`src/rtl/sym_ex_monitor.sv`:
```
// Observes a one-hot program location stream and issues a PASS/FAIL/ERROR verdict,
// with a location-index trace FIFO. Optional (x+y)==4 data check under SYM_MON_SUM_CHECK_EN.
module sym_ex_monitor #(
  parameter int W           = 8,
  parameter int TRACE_DEPTH = 8,
  parameter int MAX_STEPS   = 16
) (
  input  logic         clk,
  input  logic         rst_n,
  input  logic [7:0]   loc,
  input  logic [W-1:0] x,
  input  logic [W-1:0] y,
  input  logic [W-1:0] z,
  output logic         verdict_valid,
  input  logic         verdict_ready,
  output logic [1:0]   verdict_code,
  output logic [7:0]   step_count,
  input  logic         trace_rd_en,
  output logic [2:0]   trace_data,
  output logic         trace_empty,
  output logic         trace_ovf
);

  localparam int AW = (TRACE_DEPTH > 1) ? $clog2(TRACE_DEPTH) : 1;

  typedef enum logic [1:0] {IDLE, TRACK, DONE} state_t;

  state_t      state_reg, state_next;
  logic [7:0]  prev_loc_reg, prev_loc_next;
  logic [7:0]  step_reg, step_next;
  logic [1:0]  code_reg, code_next;

  logic [2:0]  mem [TRACE_DEPTH];
  logic [AW-1:0] wr_ptr_reg, rd_ptr_reg;
  logic [AW:0]   count_reg;
  logic          ovf_reg;

  logic        fifo_clear, push_req, push_ok, pop, full;
  logic [2:0]  push_idx, loc_idx;
  logic        one_hot;
  logic [1:0]  pass_code, fail_code;

  always_comb begin
    loc_idx = 3'd0;
    for (int i = 0; i < 8; i++) begin
      if (loc[i]) loc_idx = 3'(i);
    end
  end

  assign one_hot = (loc != 8'h00) && ((loc & (loc - 8'd1)) == 8'h00);

`ifdef SYM_MON_SUM_CHECK_EN
  logic [W-1:0] sum;
  logic         sum_is_four;
  logic         unused_z;
  assign sum         = x + y;
  assign sum_is_four = (sum == W'(4));
  assign pass_code   = sum_is_four ? 2'b11 : 2'b01;
  assign fail_code   = sum_is_four ? 2'b10 : 2'b11;
  assign unused_z    = ^z;
`else
  logic unused_data;
  assign unused_data = ^{x, y, z};
  assign pass_code   = 2'b01;
  assign fail_code   = 2'b10;
`endif

  always_comb begin
    state_next    = state_reg;
    prev_loc_next = prev_loc_reg;
    step_next     = step_reg;
    code_next     = code_reg;
    fifo_clear    = 1'b0;
    push_req      = 1'b0;
    push_idx      = loc_idx;
    case (state_reg)
      IDLE: begin
        if (loc == 8'h01) begin
          fifo_clear    = 1'b1;
          push_idx      = 3'd0;
          prev_loc_next = loc;
          step_next     = 8'd0;
          code_next     = 2'b00;
          state_next    = TRACK;
        end
      end
      TRACK: begin
        // A non-one-hot location has no index, so it is never traced.
        if (!one_hot) begin
          code_next  = 2'b11;
          state_next = DONE;
        end else if (loc != prev_loc_reg) begin
          push_req      = 1'b1;
          prev_loc_next = loc;
          step_next     = (step_reg == 8'hFF) ? step_reg : step_reg + 8'd1;
          if (loc == 8'h40) begin
            code_next  = pass_code;
            state_next = DONE;
          end else if (loc == 8'h80) begin
            code_next  = fail_code;
            state_next = DONE;
          end else if (({1'b0, step_reg} + 9'd1) >= 9'(MAX_STEPS)) begin
            code_next  = 2'b11;
            state_next = DONE;
          end
        end
      end
      DONE: begin
        if (verdict_ready) begin
          code_next  = 2'b00;
          state_next = IDLE;
        end
      end
      default: state_next = IDLE;
    endcase
  end

  always_ff @(posedge clk or negedge rst_n) begin
    if (!rst_n) begin
      state_reg    <= IDLE;
      prev_loc_reg <= 8'h00;
      step_reg     <= 8'd0;
      code_reg     <= 2'b00;
    end else begin
      state_reg    <= state_next;
      prev_loc_reg <= prev_loc_next;
      step_reg     <= step_next;
      code_reg     <= code_next;
    end
  end

  assign full    = (count_reg == (AW+1)'(TRACE_DEPTH));
  assign pop     = trace_rd_en && (count_reg != '0);
  // A pop in the same cycle frees the slot the push needs.
  assign push_ok = push_req && (!full || pop);

  always_ff @(posedge clk or negedge rst_n) begin
    if (!rst_n) begin
      wr_ptr_reg <= '0;
      rd_ptr_reg <= '0;
      count_reg  <= '0;
      ovf_reg    <= 1'b0;
    end else if (fifo_clear) begin
      wr_ptr_reg <= AW'(1);
      rd_ptr_reg <= '0;
      count_reg  <= (AW+1)'(1);
      ovf_reg    <= 1'b0;
    end else begin
      if (push_ok) wr_ptr_reg <= wr_ptr_reg + AW'(1);
      if (pop)     rd_ptr_reg <= rd_ptr_reg + AW'(1);
      if (push_ok && !pop)      count_reg <= count_reg + (AW+1)'(1);
      else if (!push_ok && pop) count_reg <= count_reg - (AW+1)'(1);
      if (push_req && !push_ok) ovf_reg <= 1'b1;
    end
  end

  always_ff @(posedge clk) begin
    if (fifo_clear)   mem[0] <= 3'd0;
    else if (push_ok) mem[wr_ptr_reg] <= push_idx;
  end

  assign trace_empty   = (count_reg == '0);
  assign trace_data    = trace_empty ? 3'd0 : mem[rd_ptr_reg];
  assign trace_ovf     = ovf_reg;
  assign verdict_valid = (state_reg == DONE);
  assign verdict_code  = verdict_valid ? code_reg : 2'b00;
  assign step_count    = step_reg;

endmodule

```
`config.mk`:
```
export PLATFORM = sky130hd
export DESIGN_NAME = sym_ex_monitor
export DESIGN_NICKNAME = d
export VERILOG_FILES = /design/src/rtl/sym_ex_monitor.sv
export SDC_FILE = /design/constraint.sdc
export NUM_CORES = 1
export LEC_CHECK = 0
export BUFFER_PORTS_ARGS = -buffer_cell sky130_fd_sc_hd__buf_2
export CORE_MARGIN = 5
export CORE_UTILIZATION = 53
export CTS_BUF_LIST = sky130_fd_sc_hd__clkbuf_2 sky130_fd_sc_hd__clkbuf_4 sky130_fd_sc_hd__clkbuf_8
export DETAILED_ROUTE_END_ITERATION = 12
export PLACE_DENSITY = 0.77
export SYNTH_ARGS = -nofsm -noshare
export SYNTH_HDL_FRONTEND = slang
export SYNTH_SLANG_ARGS = --single-unit
```
`constraint.sdc`:
```
create_clock -name clk -period 2.55 [get_ports clk]
set_input_delay 0.255 -clock clk [delete_from_list [all_inputs] [get_ports clk]]
set_output_delay 0.255 -clock clk [all_outputs]
set_load 0.03 [all_outputs]
```
==> results of run 1 <==
placed cells by master (no fill, tap or decap), drive strengths merged, types with 7 or more instances in the layout:
| cell type | n |
|---|---|
| nor2 | 28 |
| dfrtp | 31 |
| xor2 | 9 |
| nand2 | 22 |
| nor3 | 9 |
| mux2i | 7 |
| buf | 49 |
| xnor2 | 7 |
| edfxtp | 24 |
| a21oi | 8 |
| inv | 11 |
| o21ai | 9 |
| nand3 | 12 |
power breakdown:
group	switching (mW)	internal (mW)	leakage [nW]	total, mW
Combinational	0.228	0.237	0.861	0.465
Clock	0.285	0.222	0.0474	0.507
Sequential	0.134	0.986	0.683	1.12
worst max-delay path, cell delays in order, from the launching register on:
cell and delay (ns):
dfrtp_1 0.46, inv_1 0.10, and4_1 0.24, nor2_1 0.20, o2111ai_4 0.14, nand2b_4 0.19
ha_1 0.27, a21o_1 0.16, a21oi_2 0.19, nand2_1 0.08, nand3_1 0.09, o221ai_1 0.12
metrics by stage:
stage | power (mW) | hold WS (ns) | cells | TNS, ns
final | 2.09 | -0.0176 | 394 | 0
after global placement | 1.59 | 0.342 | 386 | 0
after detailed placement | 1.61 | 0.356 | 386 | -0.0227
after CTS | 2.11 | 0.0111 | 394 | 0
after floorplan | 1.48 | -0.0406 | 279 | 0
after global routing | 2.22 | 0.0261 | 394 | 0
how the worst max path moves through the flow:
stage	endpoint	start	slack [ns]	cells after the start
2_1_floorplan	count_reg[3]	loc[7]	0.005	12
4_1_cts	count_reg[3]	prev_loc_reg[2]	0.20	11
3_5_place_dp	count_reg[3]	loc[4]	-0.02	12
3_3_place_gp	count_reg[3]	loc[4]	0.02	12
6_report	count_reg[3]	count_reg[1]	0.19	11
5_1_grt	count_reg[3]	prev_loc_reg[2]	0.02	11
cell type report:
class,instances,area [um2]
timing repair buffer,49,300
tap,72,90.1
inverter,11,41.3
clock inverter,2,16.3
multi-input combinational,199,1510
sequential,55,1500
clock buffer,6,82.6
fill,459,2040
logic make-up (layout without fill, tap and decap cells):
family                     Yosys count  after routing  share of synthesized area (%)
xor gates and xnor gates            16             16                           4.57
AOI/OAI and AO/OA                   54             54                           13.9
buffers and inverters               25             68                           3.30
muxes                               16             16                           7.79
DFF                                 55             55                           48.8
and+or+nand+nor                    106            106                           18.6
adders and majority gates            7              7                           3.10
layer usage:
metal | vias to the layer above | global-route usage (%)
met2 | 53 | 31.5
met5 | - | 0
met3 | 7 | 3.07
li1 | 1113 | -
met4 | 0 | 5.18
met1 | 1088 | 24.1
==> impl_metrics.yaml, run 1 <==
synthesis:
  yosysSeqAreaShare_pct: 48.8
  yosysMostFrequentCell: "dfrtp_1"
  synth_area_leaders: "dfrtp_1, edfxtp_1, mux4_2, nor2_1, nand2_1"
  synthTopCellsByCount: "dfrtp_1, nor2_1, edfxtp_1"
  yosysTopAreaCell: "dfrtp_1"
  synth_cell_types: 58
  synth_seq_cells: 55
  synth_fp_nets: 322
  async_reset_ff_share_pct: 56.4
  syn_inst: 279
  syn_area_per_cell_um2: 11.0
  synth_edf_count: 24
  yosysWarnings: 0
  netlist.area_leader.share_pct: 25.3
  syn_area_um2: 3070
  synth_flop_cell: "dfrtp_1"
sta:
  setup_viol: 0
  finalHoldViolCount: 31
  report.final.slew_viol_count: 0
  grt_setup_unrepaired: "false"
  hold_ws_ns: -0.0176
  finalWorstSetupSlack_ns: 0.193
  fin_crit_sh_pct: 92.4
  period_minus_slack_ns: 2.36
  relSlewSlack_pct: 52.6
  worstMarginPinSlew_ns: 0.711
  fin_skew_ns: 0.00533
  max_freq_mhz: 424
drt:
  dr.pass1.iters: 4
  vias: 2261
  post_drt_wl_per_cell_um: 15.7
  wl_um: 6200
  met3_length_um: 307
  wl_met2_um: 3080
  drt-met1-wl_um: 2730
  viasPerCell: 5.74
  drtAntennaViolNets: 0
  drt_iter0_drc: 89
  topRoutingLayerUsed: "met4"
  drcViolationCount: 0
floorplanning:
  die_x_um: 86.1
  rows: 27
  core-area_um2: 5570
  die_area_um2: 7410
  start_util_pct: 55.1
  die_y_um: 86.1
  io_pins: 52
global_routing:
  grt_pass1_wl_um: 10900
  grt_pass1_vias: 2296
  antenna_found_initial: 0
  gr-total-overflow: 0
  track_usage_pct: 18.4
  grt_max_degree: 32
clock_tree:
  cts_tree: "yes"
  cts_buffer_depth: 2
  htree_levels: 2
  cts-root-buf: "clkbuf_8"
  numClockSinks: 55
  hold_buffers: 0
  post_cts_resized: 0
  clk_latency_ns: 0.31
  cts_inserted_buffers: 5
  clkTransAtPathRegs_ns: 0.09
  postCtsSetupRepairBufs: 0
job:
  cap_violations: 0
setup_path:
  critical_path.max_fanout: 4
  end_kind: "flop"
  path_class: "flop to flop"
  reg2reg_depth: 11
  rrSetupSlack_ns: 0.19
  cp.required_ns: 2.74
  cp.arrival_ns: 2.55
  cp-start-kind: "flop"
  timing.rr.start: "count_reg[1]"
  r2r-end: "count_reg[3]"
placed_design:
  io_buffers: 27
  hpwl_um: 4700
  place_area_um2: 3440
  pre_cts_ws_ns: -0.0227
  routabilityCongestion: 0.822
pwr:
  leakagePower_nw: 1.59
  ir_drop_mv: 0.304
  p_per_area_nw_per_um2: 591
finish:
  fin_nets: 364
  largest_reg_flops: 24
  post-route-util_pct: 63.5
  fin_area_um2: 3540
  drive_gt1_share_pct: 24.2
  syn2layout_area_growth_pct: 15.3
  antenna_cells: 0
min_path:
  hold_class: "input pin to asynchronous set/reset pin"
run_status:
  outcome: "complete, but fails checks"
  failed_checks: "negative hold slack"
No activity file was read; power rests on OpenSTA's default activity.
==> inputs of run 2 (changes only) <==
Settings changed: ABC_CLOCK_PERIOD_IN_PS set to 2100.
Clock period 2.55 ns to 2.1 ns, I/O delays scaled along.
==> run 2 against run 1 <==
  * Combinational power rose by 79%
  * Routed wire length rose by 19%
  * Critical path type unchanged
  * Final cell count up 7.4%
  * The run ends with negative setup slack left
  * Critical path depth did not move
  * Critical endpoint unchanged
  * Die area is the same
  * First-iteration DRC count increased to 2.9 times the previous value
  * Non-clock buffer count up 29
==> impl_metrics.yaml, run 2 (synthesis results as in run 1) <==
clock_tree:
  cts_buffer_depth: 2
  numClockSinks: 55
  clkTransAtPathRegs_ns: 0.11
  clk_latency_ns: 0.32
  htree_levels: 2
  cts-root-buf: "clkbuf_8"
  cts_tree: "yes"
  cts_inserted_buffers: 5
setup_path:
  crit_start: "prev_loc_reg[7]"
  cp.required_ns: 2.30
  timing.rr.start: "prev_loc_reg[7]"
  cp-start-kind: "flop"
  cp.arrival_ns: 2.45
  path_class: "flop to flop"
  end_kind: "flop"
  critical_path.max_fanout: 4
finish:
  antenna_cells: 0
  nFillCells: 392
  multi_input_area_um2: 1690
  syn2layout_area_growth_pct: 28.9
  ff_latch_area_um2: 1500
  layout_common_cells: "buf_4, dfrtp_1, buf_2, edfxtp_1, nand2_1"
  largest_reg_flops: 24
  final_common_cell: "buf_4"
  fin_nets: 393
  drive_gt1_share_pct: 37.9
pwr:
  p_seq_share_pct: 47.4
  power.total_mw: 2.79
  p_per_area_nw_per_um2: 705
  ir_drop_mv: 0.529
  p_clk_share_pct: 22.7
  leakagePower_nw: 1.74
  intPower_mw: 1.86
  p_sw_share_pct: 33.4
  p_sw_uw: 931
  pwr-share-comb_pct: 29.8
global_routing:
  grt_max_degree: 32
  antenna_found_initial: 0
  gr-total-overflow: 0
  grt_pass1_wl_um: 12000
  track_usage_pct: 20.6
  grt_pass1_vias: 2407
placed_design:
  io_buffers: 27
  hpwl_um: 5340
  routabilityCongestion: 0.855
  pre_cts_ws_ns: -0.421
sta:
  grt_setup_unrepaired: "true"
  max_freq_mhz: 444
  setup_viol: 4
  report.final.slew_viol_count: 0
  fin_crit_sh_pct: 107
  hold_ws_ns: 0.203
  relSlewSlack_pct: 52.4
  finalWorstSetupSlack_ns: -0.150
  worstMarginPinSlew_ns: 0.714
  period_minus_slack_ns: 2.25
  finalHoldViolCount: 0
  fin_tns_setup_ns: -0.386
  fin_skew_ns: 0.00832
job:
  cap_violations: 0
drt:
  dr.pass1.iters: 5
  wl_um: 7400
  drtAntennaViolNets: 0
  post_drt_wl_per_cell_um: 17.5
  drcViolationCount: 0
  drt_iter0_drc: 256
  viasPerCell: 5.93
  vias: 2508
floorplanning:
  die_area_um2: 7410
  die_x_um: 86.1
  io_pins: 52
  start_util_pct: 55.1
  rows: 27
  core-area_um2: 5570
  die_y_um: 86.1
run_status:
  failed_checks: "negative setup slack"
  outcome: "complete, but fails checks"
min_path:
  hold_class: "input pin to flop"
  hp-start: "loc[1]"
==> run 2: cell count changes in the layout (fill, tap and decap cells not counted), moves of 3 or more <==
cell	previous run	this run
dfrtp_2	0	3
nor2_1	26	20
nor2_2	2	7
dfrtp_1	31	28
buf_4	22	49
==> run 2: worst paths after layout <==
path / endpoint / slack [ns] / cells past startpoint
min reg2reg: trace_ovf / 0.51 / 2
max reg2reg: count_reg[3] / -0.15 / 11
max in group asynchronous: step_count[0] / 1.13 / 2
min: prev_loc_reg[1] / 0.20 / 2
max: count_reg[3] / -0.15 / 11
min in group asynchronous: prev_loc_reg[4] / 0.47 / 2
==> run 2: stage by stage <==
stage / std cells / utilization, % / area [um2]
after CTS: 423 / 69.4 / 3870
final: 423 / 71.0 / 3960
after global routing: 423 / 71.0 / 3960
after global placement: 413 / 67.0 / 3730
after detailed placement: 413 / 67.0 / 3730
after floorplan: 279 / - / 3210
==> run 2: power by group through the flow <==
stage	logic [mW]	registers [mW]	clock network, mW
6_report	0.833	1.32	0.635
5_1_grt	0.901	1.34	0.689
4_1_cts	0.753	1.32	0.638
3_5_place_dp	0.741	1.35	0
3_3_place_gp	0.709	1.33	0
2_1_floorplan	0.513	1.30	0
==> run 2: what timing repair did <==
action / 4_1_cts / 5_1_grt
setup buffers: 1 / 2
endpoints found under the hold margin: 31 / 0
hold buffers: 1 / 0
gates resized for setup: 7 / 18
setup endpoints to repair: 15 / 63
pin swaps: 4 / 14
==> run 2: area by class of cell <==
class,count,area share (%)
flip-flops and latches,55,37.9
multi-input cells,199,42.8
repair buffers,78,13.6
clock inverters,3,0.633
inverters,11,1.04
clock buffers,5,1.74
well taps,72,2.28
==> run 2: worst max-delay path: stages (launching register included) <==
cell and delay (ns):
dfrtp_1 0.40, xor2_1 0.16, nor4_1 0.28, nand2_1 0.16
o2111ai_4 0.10, nand2b_4 0.18, ha_4 0.20, a21o_1 0.18
a21oi_4 0.20, o41ai_2 0.08, nand2_1 0.10, o221ai_2 0.09
==> run 2: layer usage <==
layer / vias up / GRT usage, % / part of all wire [%] / wire, um
met4: 0 / 7.34 / 1.3 / 99
met1: 1264 / 28.8 / 43 / 3210
li1: 1171 / - / - / -
met5: - / 0 / 0 / 0
met3: 10 / 2.59 / 4.1 / 303
met2: 63 / 33.1 / 51 / 3790
